===== src/rtl/mc_control.sv =====
// Multi-cycle MIPS-style main controller: FSM sequencing, ALU decode, datapath selects.
// Optional MC_CONTROL_MEMWAIT_EN adds a mem_ready handshake with timeout abort.
module mc_control #(
  parameter int MEM_WAIT_MAX = 15,
  parameter int ALU_CNTL_W   = 4
) (
  input  logic                  clk,
  input  logic                  reset_n,
  input  logic [5:0]            op,
  input  logic [5:0]            func,
  input  logic                  zero,
  input  logic                  mem_ready,
  output logic                  pc_en,
  output logic                  iord,
  output logic                  mem_read,
  output logic                  mem_write,
  output logic                  ir_write,
  output logic                  mem_to_reg,
  output logic                  reg_dst,
  output logic                  reg_write,
  output logic                  alu_src_a,
  output logic [1:0]            alu_src_b,
  output logic [ALU_CNTL_W-1:0] alu_cntl,
  output logic [1:0]            pc_source,
  output logic [3:0]            state,
  output logic                  instr_done,
  output logic                  illegal_op,
  output logic                  mem_timeout
);

  typedef enum logic [3:0] {
    S_FETCH  = 4'd0,
    S_DECODE = 4'd1,
    S_MEMADR = 4'd2,
    S_MEMRD  = 4'd3,
    S_MEMWB  = 4'd4,
    S_MEMWR  = 4'd5,
    S_RTEXE  = 4'd6,
    S_RTWB   = 4'd7,
    S_BRANCH = 4'd8,
    S_IEXE   = 4'd9,
    S_IWB    = 4'd10,
    S_JUMP   = 4'd11
  } state_t;

  localparam logic [5:0] OP_RTYPE = 6'h00;
  localparam logic [5:0] OP_J     = 6'h02;
  localparam logic [5:0] OP_BEQ   = 6'h04;
  localparam logic [5:0] OP_BNE   = 6'h05;
  localparam logic [5:0] OP_LW    = 6'h23;
  localparam logic [5:0] OP_SW    = 6'h2B;

  function automatic logic rt_ok(input logic [5:0] f);
    rt_ok = f inside {6'h20, 6'h21, 6'h22, 6'h23, 6'h24,
                      6'h25, 6'h26, 6'h27, 6'h2A, 6'h2B};
  endfunction

  function automatic logic [3:0] rt_alu(input logic [5:0] f);
    case (f)
      6'h20:   rt_alu = 4'b1010;
      6'h21:   rt_alu = 4'b0010;
      6'h22:   rt_alu = 4'b1110;
      6'h23:   rt_alu = 4'b0110;
      6'h24:   rt_alu = 4'b0000;
      6'h25:   rt_alu = 4'b0001;
      6'h26:   rt_alu = 4'b0011;
      6'h27:   rt_alu = 4'b1100;
      6'h2A:   rt_alu = 4'b1101;
      6'h2B:   rt_alu = 4'b1111;
      default: rt_alu = 4'b0000;
    endcase
  endfunction

  function automatic logic im_ok(input logic [5:0] o);
    im_ok = o inside {6'h08, 6'h09, 6'h0C, 6'h0D, 6'h0A, 6'h0B};
  endfunction

  function automatic logic [3:0] im_alu(input logic [5:0] o);
    case (o)
      6'h08:   im_alu = 4'b1010;
      6'h09:   im_alu = 4'b0010;
      6'h0C:   im_alu = 4'b0000;
      6'h0D:   im_alu = 4'b0001;
      6'h0A:   im_alu = 4'b1101;
      6'h0B:   im_alu = 4'b1111;
      default: im_alu = 4'b0000;
    endcase
  endfunction

  state_t     r_state;
  state_t     w_next;
  logic [5:0] r_op;
  logic [5:0] r_func;

  logic       w_pc_en;
  logic       w_iord;
  logic       w_mem_read;
  logic       w_mem_write;
  logic       w_ir_write;
  logic       w_mem_to_reg;
  logic       w_reg_dst;
  logic       w_reg_write;
  logic       w_alu_src_a;
  logic [1:0] w_alu_src_b;
  logic [3:0] w_alu;
  logic [1:0] w_pc_source;
  logic       w_done;
  logic       w_illegal;
  logic       w_ready;
  logic       w_tmo;

`ifdef MC_CONTROL_MEMWAIT_EN
  logic [7:0] r_wait;
  logic       r_timeout;
  logic       w_mem_state;

  assign w_mem_state = (r_state == S_FETCH) ||
                       (r_state == S_MEMRD) ||
                       (r_state == S_MEMWR);
  assign w_ready = mem_ready;
  // Timeout fires on the MEM_WAIT_MAX-th consecutive cycle without ready.
  assign w_tmo   = w_mem_state && !mem_ready &&
                   (r_wait == 8'(MEM_WAIT_MAX - 1));

  always_ff @(posedge clk or negedge reset_n) begin
    if (!reset_n) begin
      r_wait    <= '0;
      r_timeout <= 1'b0;
    end else begin
      if (w_next != r_state || w_tmo)
        r_wait <= '0;
      else
        r_wait <= r_wait + 8'd1;
      if (w_tmo)
        r_timeout <= 1'b1;
    end
  end

  assign mem_timeout = r_timeout;
`else
  logic w_unused_ready;

  assign w_ready        = 1'b1;
  assign w_tmo          = 1'b0;
  assign w_unused_ready = ^{mem_ready, 8'(MEM_WAIT_MAX)};
  assign mem_timeout    = 1'b0;
`endif

  always_ff @(posedge clk or negedge reset_n) begin
    if (!reset_n) begin
      r_state <= S_FETCH;
      r_op    <= '0;
      r_func  <= '0;
    end else begin
      r_state <= w_next;
      if (r_state == S_DECODE) begin
        r_op   <= op;
        r_func <= func;
      end
    end
  end

  always_comb begin
    w_next       = r_state;
    w_pc_en      = 1'b0;
    w_iord       = 1'b0;
    w_mem_read   = 1'b0;
    w_mem_write  = 1'b0;
    w_ir_write   = 1'b0;
    w_mem_to_reg = 1'b0;
    w_reg_dst    = 1'b0;
    w_reg_write  = 1'b0;
    w_alu_src_a  = 1'b0;
    w_alu_src_b  = 2'b00;
    w_alu        = 4'b0000;
    w_pc_source  = 2'b00;
    w_done       = 1'b0;
    w_illegal    = 1'b0;
    case (r_state)
      S_FETCH: begin
        w_mem_read  = 1'b1;
        w_alu_src_b = 2'b01;
        w_alu       = 4'b0010;
        if (w_ready) begin
          w_ir_write = 1'b1;
          w_pc_en    = 1'b1;
          w_next     = S_DECODE;
        end else if (w_tmo) begin
          w_next = S_FETCH;
        end
      end
      S_DECODE: begin
        w_alu_src_b = 2'b11;
        w_alu       = 4'b0010;
        unique case (1'b1)
          (op == OP_RTYPE) && rt_ok(func): w_next = S_RTEXE;
          im_ok(op):                       w_next = S_IEXE;
          (op == OP_LW) || (op == OP_SW):  w_next = S_MEMADR;
          (op == OP_BEQ) || (op == OP_BNE): w_next = S_BRANCH;
          (op == OP_J):                    w_next = S_JUMP;
          default: begin
            w_illegal = 1'b1;
            w_next    = S_FETCH;
          end
        endcase
      end
      S_MEMADR: begin
        w_alu_src_a = 1'b1;
        w_alu_src_b = 2'b10;
        w_alu       = 4'b0010;
        w_next      = (r_op == OP_SW) ? S_MEMWR : S_MEMRD;
      end
      S_MEMRD: begin
        w_mem_read = 1'b1;
        w_iord     = 1'b1;
        if (w_ready)
          w_next = S_MEMWB;
        else if (w_tmo)
          w_next = S_FETCH;
      end
      S_MEMWB: begin
        w_reg_write  = 1'b1;
        w_mem_to_reg = 1'b1;
        w_done       = 1'b1;
        w_next       = S_FETCH;
      end
      S_MEMWR: begin
        w_mem_write = 1'b1;
        w_iord      = 1'b1;
        if (w_ready) begin
          w_done = 1'b1;
          w_next = S_FETCH;
        end else if (w_tmo) begin
          w_next = S_FETCH;
        end
      end
      S_RTEXE: begin
        w_alu_src_a = 1'b1;
        w_alu       = rt_alu(r_func);
        w_next      = S_RTWB;
      end
      S_RTWB: begin
        w_reg_write = 1'b1;
        w_reg_dst   = 1'b1;
        w_done      = 1'b1;
        w_next      = S_FETCH;
      end
      S_BRANCH: begin
        w_alu_src_a = 1'b1;
        w_alu       = 4'b0110;
        w_pc_source = 2'b01;
        w_pc_en     = (r_op == OP_BEQ) ? zero : !zero;
        w_done      = 1'b1;
        w_next      = S_FETCH;
      end
      S_IEXE: begin
        w_alu_src_a = 1'b1;
        w_alu_src_b = 2'b10;
        w_alu       = im_alu(r_op);
        w_next      = S_IWB;
      end
      S_IWB: begin
        w_reg_write = 1'b1;
        w_done      = 1'b1;
        w_next      = S_FETCH;
      end
      S_JUMP: begin
        w_pc_source = 2'b10;
        w_pc_en     = 1'b1;
        w_done      = 1'b1;
        w_next      = S_FETCH;
      end
      default: w_next = S_FETCH;
    endcase
  end

  // Outputs are forced low combinationally so reset aborts writes at once.
  always_comb begin
    pc_en         = w_pc_en      & reset_n;
    iord          = w_iord       & reset_n;
    mem_read      = w_mem_read   & reset_n;
    mem_write     = w_mem_write  & reset_n;
    ir_write      = w_ir_write   & reset_n;
    mem_to_reg    = w_mem_to_reg & reset_n;
    reg_dst       = w_reg_dst    & reset_n;
    reg_write     = w_reg_write  & reset_n;
    alu_src_a     = w_alu_src_a  & reset_n;
    alu_src_b     = w_alu_src_b  & {2{reset_n}};
    alu_cntl      = '0;
    alu_cntl[3:0] = w_alu        & {4{reset_n}};
    pc_source     = w_pc_source  & {2{reset_n}};
    instr_done    = w_done       & reset_n;
    illegal_op    = w_illegal    & reset_n;
    state         = r_state;
  end

endmodule


===== config.mk =====
export PLATFORM = sky130hd
export DESIGN_NAME = mc_control
export DESIGN_NICKNAME = d
export VERILOG_FILES = /design/src/rtl/mc_control.sv
export SDC_FILE = /design/constraint.sdc
export NUM_CORES = 1
export LEC_CHECK = 0
export ABC_AREA = 1
export CAP_MARGIN = 30
export CORE_UTILIZATION = 57
export DETAILED_ROUTE_END_ITERATION = 12
export DONT_BUFFER_PORTS = 1
export PLACE_DENSITY = 0.7
export SETUP_SLACK_MARGIN = 0.02
export SYNTH_ARGS = -nofsm -noshare
export SYNTH_HDL_FRONTEND = slang
export SYNTH_SLANG_ARGS = --single-unit

===== constraint.sdc =====
create_clock -name clk -period 3.9 [get_ports clk]
set_clock_uncertainty 0.1 [all_clocks]
set_input_delay 1.17 -clock clk [delete_from_list [all_inputs] [get_ports clk]]
set_output_delay 1.17 -clock clk [all_outputs]
set_load 0.05 [all_outputs]

==> results of run 1 <==
## per-stage QoR
step	utilization	cell area, um^2	setup slack, ns
final	0.721	1430	0.318
after global routing	0.721	1430	0.221
after CTS	0.721	1430	0.333
after detailed placement	0.703	1390	0.463
after global placement	0.703	1390	0.507
after floorplan	-	1220	0.0395
## Yosys cell counts (all sizes together)
master,n,area (um^2)
a211oi,1,7.51
a21oi,11,62.6
buf,4,27.5
conb,1,3.75
dfrtp,16,400
inv,30,113
nand2,54,208
nand3,20,100
nand3b,2,15.0
nand4,1,6.26
nor2,27,124
nor3,8,45.0
o21ai,17,85.1
o22ai,1,6.26
## cell type report
cell class,instances,area [um^2]
inverter,30,113
clock buffer,4,36.3
tap,27,33.8
fill,154,553
multi-input combinational,143,686
timing repair buffer,18,160
sequential,16,400
## report_power, final
group          leakage (nW)  switching (W)  total, W  internal (W)
registers             0.200       0.000135  0.000381      0.000246
clock network        0.0210      0.0000530  0.000110     0.0000569
logic                 0.504       0.000581  0.000829      0.000247
## sequential cells by signal, indices dropped and copies added, names as in the netlist
signal	count
r_func	6
r_op	6
state	4
## cells by family after synthesis
| logic type | after synthesis | share of synthesized area |
|---|---|---|
| compound gates | 30 | 0.134 |
| simple gates | 112 | 0.414 |
| other cells | 1 | 0.00312 |
| buf+inv | 34 | 0.116 |
| flops | 16 | 0.333 |
## per-layer routing
layer  vias to the layer above  GRT usage  wire length (um)
li1                        654          -                 -
met1                       588      0.345              1250
met2                        50      0.511              1470
met3                         5     0.0226               168
met4                         0      0.111                42
met5                         -          0                 0
## path summary, 6_finish.rpt
path	end	start	slack, ns
worst max-delay path	alu_cntl[2]	state[0]	0.32
worst min-delay path	r_op[3]	reset_n	0.46
worst max register to register	r_op[3]	state[0]	1.84
worst min register to register	r_op[5]	r_op[5]	0.46
max in group asynchronous	r_op[1]	reset_n	3.17
min in group clk	r_op[5]	r_op[5]	0.46
==> run metrics, run 1 <==
outcome completed; critical setup path kind flip-flop to output pin; most frequent CP cell nor2_1; critical path's slowest cell dfrtp_1; die area 2300 um^2; synthesis-stage register bit count 16; post-synthesis sequential area ratio 0.333; worst skew pair latency 0.29 ns; most common cell after layout, fill and taps aside nand2_1; Hold Buf Count CTS 0; Mapped Cells a little under 200; total setup buffers inserted after CTS 0; most frequent cells in the layout nand2_1, inv_1, nor2_1, nand3_1; maximum root-to-sink buffer count 2; worst path bufs/invs 1; global placer's final weighted congestion around 0.84; Largest stage delay, worst path 0.75 ns; max-cap violation count 0; Mapped Avg Cell Area 6.24 um^2; WL final 2.94 mm; DRC viols 0; vias in the first global route 1122; CTS tree done; critical-path cell list nand2_2, nor2_4, inv_2, nor2_1, nor2_1, a21oi_2; power consumption 0.00132 W; Tmin final 3.58 ns; Root Driver clkbuf_4; CP Data Required Time 2.63 ns; Largest delay share family, worst path flip-flops; Power Dens Cells 923 nW/um^2; Arr. time, crit path 2.31 ns; DR pass1 iterations 4; antenna violations before repair 0; Fmax achieved approximately 280 MHz; Leakage Power 0.725 nW; Setup Viol. Count Final 0; Vias approximately 1300; IO buf count 0; grt ovf 0; Syn Nets around 210; io pins 40; per-cell routed wire length 12.3 um; unrepaired setup endpoints after global routing no; first-pass GRT wire length 4.54 mm; Non-Filler Instances 238; fin nets 228; Placement Rows 16; clk slew on worst S/H paths ~0.10 ns; final hold slack 0.456 ns; worst reg-to-reg path cell count 5; Max Slew Vio Count 0; Synth cell types 22; largest net degree at the start of global routing 25; Final Hold Vio Count 0; CP Capture Type output pin; worst vdd ir around 0.72 mV; crit path max fanout 7; synthesized area 1200 um^2; vias per cell ~5.4; Setup crit start kind flip-flop; Die Wd 48.0 um; ratio of cells with drive above 1 in the final layout 0.190; Total GRT Usage 0.283; slew at the pin closest to its max-slew limit 0.641 ns; DPL Wire Length between 2 and 2.5 mm; Inst Count DP ~230; fin crit share 0.919; Die Y 48.0 um; Min-Delay Path Class input pin to async pin; Syn. warnings 0; n_diodes 0; Post-DRT Antenna Nets 0; CTS Buf Count 3; DRT iter0 DRCs 25; WP depth 6; Relative slew margins 0.573; post-CTS resize count 0; TNS Setup 0 ns; H-Tree Depth 1; initial core utilization 0.607; core footprint around 2000 um^2; area grow syn2layout 18.7%; total clock sinks 16
No activity file was read; power rests on OpenSTA's default activity.
==> run 2: changes to the inputs <==
Settings changed: CTS_CLUSTER_DIAMETER set to 120.
==> results of run 2 <==
The final DEF is identical to that of run 1; final timing and power are the same.
